File: src/rtl/cache_rd_arbiter_pkg.sv
// Shared definitions for the cache read arbiter: FSM state encoding,
// owner codes and a small owner-to-one-hot helper.
package cache_rd_arbiter_pkg;

  typedef enum logic [1:0] {
    ST_IDLE = 2'd0,
    ST_ADDR = 2'd1,
    ST_DATA = 2'd2,
    ST_DONE = 2'd3
  } arb_state_t;

  localparam logic OWN_I = 1'b0;
  localparam logic OWN_D = 1'b1;

  // Bit 0 of a request/grant vector is the Icache, bit 1 the Dcache.
  function automatic logic [1:0] owner_onehot(input logic own);
    return (own == OWN_D) ? 2'b10 : 2'b01;
  endfunction

endpackage

File: src/rtl/cache_arb_rr_pick.sv
// 2-way round-robin pick. A lone request wins outright; on a tie the
// requester that did not win last time is chosen. The grant is combinational
// and is registered by the parent when it leaves IDLE.
module cache_arb_rr_pick
  import cache_rd_arbiter_pkg::*;
(
  input  logic [1:0] req,
  input  logic       last_owner,
  output logic [1:0] grant
);

  // Pick one requester; on a tie alternate away from the last winner.
  always_comb begin
    grant = 2'b00;
    case (req)
      2'b01:   grant = 2'b01;
      2'b10:   grant = 2'b10;
      2'b11:   grant = owner_onehot(~last_owner);
      default: grant = 2'b00;
    endcase
  end

endmodule

File: src/rtl/cache_rd_arbiter.sv
// Shares one AXI AR/R channel between the Icache and Dcache refill engines.
// One requester is granted at a time; its burst is issued on AR and its R
// beats are forwarded (registered, one cycle later) only to that requester.
// The grant is held until the last beat, followed by a one-cycle DONE state.
//
// Handshakes: a transfer happens on a rising edge where valid and ready are
// both 1. ar_valid, once raised, holds ar_addr/ar_len/ar_id stable until
// ar_ready is seen. r_ready is high only while collecting beats (DATA).
// Refill requests are level-held by the caches until the cycle after rsp_last.
//
// Optional feature: define ARB_PERF_EN to add grant/wait performance counters.
module cache_rd_arbiter
  import cache_rd_arbiter_pkg::*;
#(
  parameter int ADDR_W = 32,
  parameter int DATA_W = 64,
  parameter int LEN_W  = 8
) (
  input  logic              clk,
  input  logic              rst,
  input  logic              i_req_valid,
  input  logic [ADDR_W-1:0] i_req_addr,
  input  logic [LEN_W-1:0]  i_req_len,
  output logic              i_rsp_valid,
  output logic [DATA_W-1:0] i_rsp_data,
  output logic              i_rsp_last,
  input  logic              d_req_valid,
  input  logic [ADDR_W-1:0] d_req_addr,
  input  logic [LEN_W-1:0]  d_req_len,
  output logic              d_rsp_valid,
  output logic [DATA_W-1:0] d_rsp_data,
  output logic              d_rsp_last,
  output logic              ar_valid,
  input  logic              ar_ready,
  output logic [ADDR_W-1:0] ar_addr,
  output logic [LEN_W-1:0]  ar_len,
  output logic              ar_id,
  input  logic              r_valid,
  output logic              r_ready,
  input  logic [DATA_W-1:0] r_data,
  input  logic              r_last,
  output logic              busy,
  output logic              owner,
  output logic              len_err
`ifdef ARB_PERF_EN
  ,
  output logic [63:0]       i_grant_cnt,
  output logic [63:0]       d_grant_cnt,
  output logic [63:0]       wait_cnt
`endif
);

  arb_state_t        state, state_nxt;
  logic              owner_q;
  logic              rr_last_q;   // reset to D so the first tie goes to I
  logic [ADDR_W-1:0] addr_q;
  logic [LEN_W-1:0]  len_q;
  logic [LEN_W-1:0]  cnt_q;
  logic [1:0]        grant;
  logic              take_grant;
  logic              beat;

  cache_arb_rr_pick u_pick (
    .req        ({d_req_valid, i_req_valid}),
    .last_owner (rr_last_q),
    .grant      (grant)
  );

  assign take_grant = (state == ST_IDLE) && (grant != 2'b00);
  assign beat       = (state == ST_DATA) && r_valid;

  assign ar_valid = (state == ST_ADDR);
  assign ar_addr  = addr_q;
  assign ar_len   = len_q;
  assign ar_id    = owner_q;
  assign r_ready  = (state == ST_DATA);
  assign busy     = (state != ST_IDLE);
  assign owner    = owner_q;

  // Next-state logic: IDLE -> ADDR -> DATA -> DONE -> IDLE.
  always_comb begin
    state_nxt = state;
    case (state)
      ST_IDLE: if (take_grant)          state_nxt = ST_ADDR;
      ST_ADDR: if (ar_ready)            state_nxt = ST_DATA;
      ST_DATA: if (r_valid && r_last)   state_nxt = ST_DONE;
      ST_DONE:                          state_nxt = ST_IDLE;
      default:                          state_nxt = ST_IDLE;
    endcase
  end

  // State register.
  always_ff @(posedge clk) begin
    if (rst) state <= ST_IDLE;
    else     state <= state_nxt;
  end

  // Grant capture: owner, round-robin history and the AR fields.
  always_ff @(posedge clk) begin
    if (rst) begin
      owner_q   <= OWN_I;
      rr_last_q <= OWN_D;
      addr_q    <= '0;
      len_q     <= '0;
    end else if (take_grant) begin
      owner_q   <= grant[1];
      rr_last_q <= grant[1];
      addr_q    <= grant[1] ? d_req_addr : i_req_addr;
      len_q     <= grant[1] ? d_req_len  : i_req_len;
    end
  end

  // Beat counter: cleared on AR acceptance, advanced per accepted R beat.
  always_ff @(posedge clk) begin
    if (rst)                                cnt_q <= '0;
    else if ((state == ST_ADDR) && ar_ready) cnt_q <= '0;
    else if (beat)                          cnt_q <= cnt_q + 1'b1;
  end

  // R demux: register each beat toward the owner; non-owner stays at 0.
  always_ff @(posedge clk) begin
    if (rst) begin
      i_rsp_valid <= 1'b0;
      i_rsp_data  <= '0;
      i_rsp_last  <= 1'b0;
      d_rsp_valid <= 1'b0;
      d_rsp_data  <= '0;
      d_rsp_last  <= 1'b0;
    end else begin
      i_rsp_valid <= beat && (owner_q == OWN_I);
      i_rsp_data  <= (beat && (owner_q == OWN_I)) ? r_data : '0;
      i_rsp_last  <= beat && (owner_q == OWN_I) && r_last;
      d_rsp_valid <= beat && (owner_q == OWN_D);
      d_rsp_data  <= (beat && (owner_q == OWN_D)) ? r_data : '0;
      d_rsp_last  <= beat && (owner_q == OWN_D) && r_last;
    end
  end

  // Sticky length error: last beat early, or the expected final beat not last.
  always_ff @(posedge clk) begin
    if (rst) begin
      len_err <= 1'b0;
    end else if (beat && ((r_last && (cnt_q != len_q)) ||
                          (!r_last && (cnt_q == len_q)))) begin
      len_err <= 1'b1;
    end
  end

`ifdef ARB_PERF_EN
  // Performance counters: grants per requester and cycles a loser waits.
  always_ff @(posedge clk) begin
    if (rst) begin
      i_grant_cnt <= '0;
      d_grant_cnt <= '0;
      wait_cnt    <= '0;
    end else begin
      if (take_grant && !grant[1]) i_grant_cnt <= i_grant_cnt + 64'd1;
      if (take_grant &&  grant[1]) d_grant_cnt <= d_grant_cnt + 64'd1;
      if (busy && (((owner_q == OWN_I) && d_req_valid) ||
                   ((owner_q == OWN_D) && i_req_valid)))
        wait_cnt <= wait_cnt + 64'd1;
    end
  end
`endif

endmodule
File: config.mk
export PLATFORM = sky130hd
export DESIGN_NAME = cache_rd_arbiter
export DESIGN_NICKNAME = d
export VERILOG_FILES = /design/src/rtl/cache_rd_arbiter_pkg.sv /design/src/rtl/cache_arb_rr_pick.sv /design/src/rtl/cache_rd_arbiter.sv
export SDC_FILE = /design/constraint.sdc
export NUM_CORES = 1
export LEC_CHECK = 0
export CAP_MARGIN = 15
export CORE_MARGIN = 2
export CORE_UTILIZATION = 40
export CTS_BUF_LIST = sky130_fd_sc_hd__clkbuf_8
export DETAILED_ROUTE_END_ITERATION = 10
export PLACE_DENSITY = 0.82
export REMOVE_ABC_BUFFERS = 1
export SYNTH_ARGS = -nofsm -noshare
export SYNTH_HDL_FRONTEND = slang
export SYNTH_SLANG_ARGS = --single-unit
File: constraint.sdc
create_clock -name clk -period 1.7 [get_ports clk]
set_input_delay 0.255 -clock clk [delete_from_list [all_inputs] [get_ports clk]]
set_output_delay 0.255 -clock clk [all_outputs]
set_load 0.01 [all_outputs]
# Word-level counts from Yosys, hierarchy flattened
# Index checks and enable logic that the tools add are counted.
# classes
addsub	1
eq_ne	11
n_mux	8
n_bitwise	3
n_reduce_logical	20
# ops
operator	n
$mux W32	1
$logic_and A1 B1 Y1	11
$add A8 B1 Y8 const B	1
$eq A2 B2 Y1 const B	4
$eq A8 B8 Y1	1
$mux W2	4
$mux W8	1
$ne A8 B8 Y1	1
$pmux W2 S4	1
$pmux W2 S3	1
$reduce_or A2 Y1	3
$eq A2 B1 Y1 const B	2
$ne A2 B1 Y1 const B	2
$reduce_bool A2 Y1	2
$not A1 Y1	3
$reduce_and A3 Y1	1
$logic_not A2 Y1	1
$ne A2 B2 Y1 const B	1
$logic_not A1 Y1	1
$logic_or A1 B1 Y1	1
# totals
regBits	185
in_bits	151
out_inout_bits	178
wordCells	56

# Logic depth before layout (Yosys ltp)
# logic_depth
ltp_word	6
mapped_depth	7
mapped_depth_nobuf	6

# By module
# A second synthesis with hierarchy kept.
# hier_totals
cells_unflattened	538
hier_area_um2	5995.8
# by_module_without_submodules
module	instances	cells_each	area_each_um2	seq_area_each_um2
cache_rd_arbiter	1	535	5977.0	3703.6
cache_arb_rr_pick	1	3	18.8	0.0

# Worst setup path before layout
# Ideal clock, no wire load.
# synth_path
path_kind	reg-to-reg
from	register state[0]
to	register d_rsp_data[14]
setup_ns	0.059
t_arrival_ns	1.471
required_ns	1.641
path_slack_ns	0.170
path_stages_with_launch	8
n_path_buf	2
synth_period_minus_slack_ns	1.530
cell_sequence	dfxtp_1 -> inv_1 -> ha_1 -> nand2_1 -> nor3b_2 -> buf_2 -> buf_2 -> and2_1
# synth_between
elab_chain_len	5
# synth_lines
item	line	rtl
from (decl)	cache_rd_arbiter.sv:53	arb_state_t state, state_nxt;
from (signal assigned)	cache_rd_arbiter.sv:95	else state <= state_nxt;
$eq A2 B2 Y1	--	
net r_ready	cache_rd_arbiter.sv:39	output logic r_ready,
$logic_and A1 B1 Y1	cache_rd_arbiter.sv:70	assign beat = (state == ST_DATA) && r_valid;
$logic_and A1 B1 Y1	cache_rd_arbiter.sv:134	d_rsp_data <= (beat && (owner_q == OWN_D)) ? r_data : '0;
$not A1 Y1 (no line)	--	
$reduce_or A2 Y1 (no line)	--	
to (signal assigned)	cache_rd_arbiter.sv:134	
to (decl)	cache_rd_arbiter.sv:31	output logic [DATA_W-1:0] d_rsp_data,
# The timed path passes the listed nets, and every way through them passes these cells.
# A chain may end at the register's enable or synchronous reset.

# Worst setup path after layout
# layout_path
from	register len_q[4] (netlist: ar_len[4])
to	output port ar_len[4]
# layout_lines
item	line	rtl
from (decl)	cache_rd_arbiter.sv:57	logic [LEN_W-1:0] len_q;
from (signal assigned)	cache_rd_arbiter.sv:109	len_q <= grant[1] ? d_req_len : i_req_len;
to (decl)	cache_rd_arbiter.sv:36	output logic [LEN_W-1:0] ar_len,
# No word-level cell between the ends.

==> results.json <==
{
  "netlist.area_leader.share_pct": 61.4,
  "finalPower_mw": 10.9,
  "multi_input_area_sq_um": 2160,
  "max-clock-path-buffers": 2,
  "drc_errors": 0,
  "grt_pass1_wl_mm": 26.4,
  "p_sw_mw": 3.20,
  "start_kind": "flip-flop",
  "gr-usage-met2_pct": 37.7,
  "synth_area_leader_cell": "dfxtp_1",
  "hp-class": "input port to flip-flop",
  "clkPwrFrac_pct": 25.3,
  "cts_tree": "built",
  "dpl.hpwl_mm": 13.2,
  "drt_iter0_markers": 173,
  "powerDensity_nw_per_um2": 1090,
  "dieArea_sq_um": 16100,
  "wl_per_cell_um": 16.8,
  "yosysSeqAreaShare_pct": 61.4,
  "skew_ns": 0.0103,
  "path_class": "flip-flop to output port",
  "power_frac_seq_pct": 46.8,
  "die_w_um": 127,
  "synthDistinctLibCells": 33,
  "ys_ff_latch": 185,
  "h-tree-depth": 4,
  "clkTransAtPathRegs_ns": 0.09,
  "ys_top_cells_by_area": "dfxtp_1 (61%), and2_1 (13%), mux2i_1 (6.8%)",
  "numClockSinks": 185,
  "min_period_over_period_pct": 96.9,
  "grt_pass1_vias": 4963,
  "viasPerCell": 4.64,
  "synth.cell_area_sq_um": 6030,
  "post-route-min-period_ns": 1.65,
  "timing.fmax_mhz": 607,
  "firstDrtPassIters": 5,
  "layout_setup_ws_ns": 0.0525,
  "power.internal_mw": 7.71,
  "report.final.slew_viol_count": 0,
  "antenna_found_initial": 2,
  "path_delay_family": "buffers and inverters",
  "drv_cap": 0,
  "endpoint_kind": "output port",
  "track_usage_pct": 21.4,
  "clock_latency_ns": 0.44,
  "finalSetupViolCount": 0,
  "place_area_sq_um": 9560,
  "hold_viol": 0,
  "numCtsBuffers": 17,
  "rsz0062_at_grt": "yes",
  "num-nets-final": 1025,
  "status": "finished, final reports clean",
  "final_cells": 1067,
  "slowest_delay_ns": 0.56,
  "cp.arrival_ns": 1.39,
  "swShare_pct": 29.3,
  "die_h_um": 127,
  "tightest_slew_ns": 0.335,
  "p_comb_share_pct": 27.9,
  "grt-busiest-layer": "met2",
  "wl_mm": 17.9,
  "path_cells": "clkdlybuf4s50_1",
  "met3_usage_pct": 9.24,
  "coreArea_sq_um": 14600,
  "rows": 44,
  "slew-limit-headroom_pct": 77.5,
  "path_buf_inv": 1,
  "synth_warnings": 0,
  "fillers": 1110,
  "worstPathRequired_ns": 1.44,
  "place_inst": 1030,
  "drive_gt1_share_pct": 7.60,
  "ioPinCount": 329,
  "area_growth_syn_to_layout_pct": 66.3,
  "start_util_pct": 41.2,
  "root_buffer": "clkbuf_8",
  "postSynthAreaPerCell_sq_um": 11.2,
  "final_antenna_net_count": 0,
  "final_cell_area_sq_um": 10000,
  "crit_fanout": 3,
  "grt_use_met1_pct": 22.5,
  "regArea_sq_um": 3710,
  "crit_slowest_cell": "clkdlybuf4s50_1",
  "peakVddDrop_v": 0.000659,
  "vias": 4947,
  "power.leakage_nw": 4.04,
  "synth_cells": 539,
  "dp_slack_ns": -0.0933,
  "place.gp.congestion": 0.855,
  "portBuffers": 328,
  "grt_max_degree": 67,
  "grt.overflow.total": 0
}
[layout by cell type, fill, tap and decap left out, types with 4 or more instances in the layout]
cell type | synthesis | layout
dfxtp_1 | 185 | 181
nor2_1 | 51 | 51
buf_4 | 1 | 8
clkdlybuf4s50_1 | 0 | 317
ha_1 | 5 | 4
mux2i_1 | 41 | 41
inv_1 | 4 | 4
xor2_1 | 14 | 14
inv_6 | 0 | 6
clkinvlp_4 | 0 | 4
nand4_1 | 4 | 4
buf_12 | 0 | 6
clkbuf_8 | 0 | 17
and2_1 | 130 | 130
a211oi_1 | 41 | 41
nand2_1 | 7 | 6
dlymetal6s2s_1 | 0 | 7
[metal layers]
metal	vias up	share of wire (%)
met5	-	0
met4	0	2.8
met3	32	8.9
met2	189	51
met1	2288	37
li1	2438	-
[power by group through the flow]
stage	clock, mW	sequential (mW)	combinational (mW)
floorplan	0	5.39	1.10
global placement	0	5.19	3.04
global route	3.03	5.16	3.31
CTS	2.85	5.11	3.08
finish	2.77	5.11	3.04
detailed placement	0	5.20	3.09
[cell usage after synthesis (all sizes together)]
master   count
nor3         2
ha           5
xor2        14
a31oi        1
nand2        7
or2          1
nand4        4
a21boi       1
o21ai        1
dfxtp      185
mux2i       41
a2111oi      1
a222oi       1
buf         24
nor3b        1
clkbuf      10
nor2b        1
a211oi      41
a311o        1
nor2        52
xnor2        1
and3         2
inv          5
a21oi        3
nor4         3
and2       130
a21o         1
[kinds of logic (layout without fill, tap and decap cells)]
kind of cell / count (synthesis) / in the layout / synth area share (%)
adders and majority gates: 5 / 5 / 1.04
DFF: 185 / 185 / 61.4
and+or+nand+nor: 203 / 203 / 18.9
muxes: 41 / 41 / 6.80
buffers and inverters: 39 / 382 / 3.32
other: 0 / 1 / 0
AOI/OAI and AO/OA: 51 / 51 / 6.37
xor gates and xnor gates: 15 / 15 / 2.18
[area by class of cell]
type / count / share of cell area [%]
repair buffers: 345 / 35.2
multi-input cells: 315 / 21.6
clock inverters: 15 / 1.38
well taps: 184 / 2.30
clock buffers: 17 / 2.33
inverters: 5 / 0.187
diodes: 1 / 0.0249
flip-flops and latches: 185 / 37.0
[flip-flops by register name, summed over array words and instances, names as in the netlist]
signal / cells
state: 2
i_rsp_last: 1
i_rsp_data: 64
len_err: 1
ar_id: 1
ar_len: 8
rr_last_q: 1
d_rsp_valid: 1
d_rsp_data: 64
ar_addr: 32
i_rsp_valid: 1
d_rsp_last: 1
cnt_q: 8
[repair_timing]
action | 4_1_cts | 5_1_grt
pin swaps | 0 | 1
setup buffers | 0 | 1
gates resized for setup | 12 | 11
gates cloned | 0 | 3
hold buffers | 0 | 0
endpoints found under the setup margin | 6 | 140
[final timing paths]
kind              slack, ns        start  cells after the start        endpoint
hold reg to reg        0.50  ar_addr[25]                      2     ar_addr[25]
hold / removal         0.15          rst                      2        state[1]
setup / recovery       0.05    ar_len[4]                      1       ar_len[4]
setup reg to reg       0.07     state[0]                      7  d_rsp_data[20]
[stage by stage]
stage / hold WS (ns) / TNS [ns] / utilization [%]
finish: 0.149 / 0 / 68.5
global route: 0.130 / -1.60 / 68.5
CTS: 0.118 / 0 / 67.8
detailed placement: 0.491 / -1.40 / 65.3
global placement: 0.484 / -0.374 / 65.3
floorplan: 0.324 / -229.07 / -
(Power assumes the default switching activity.)
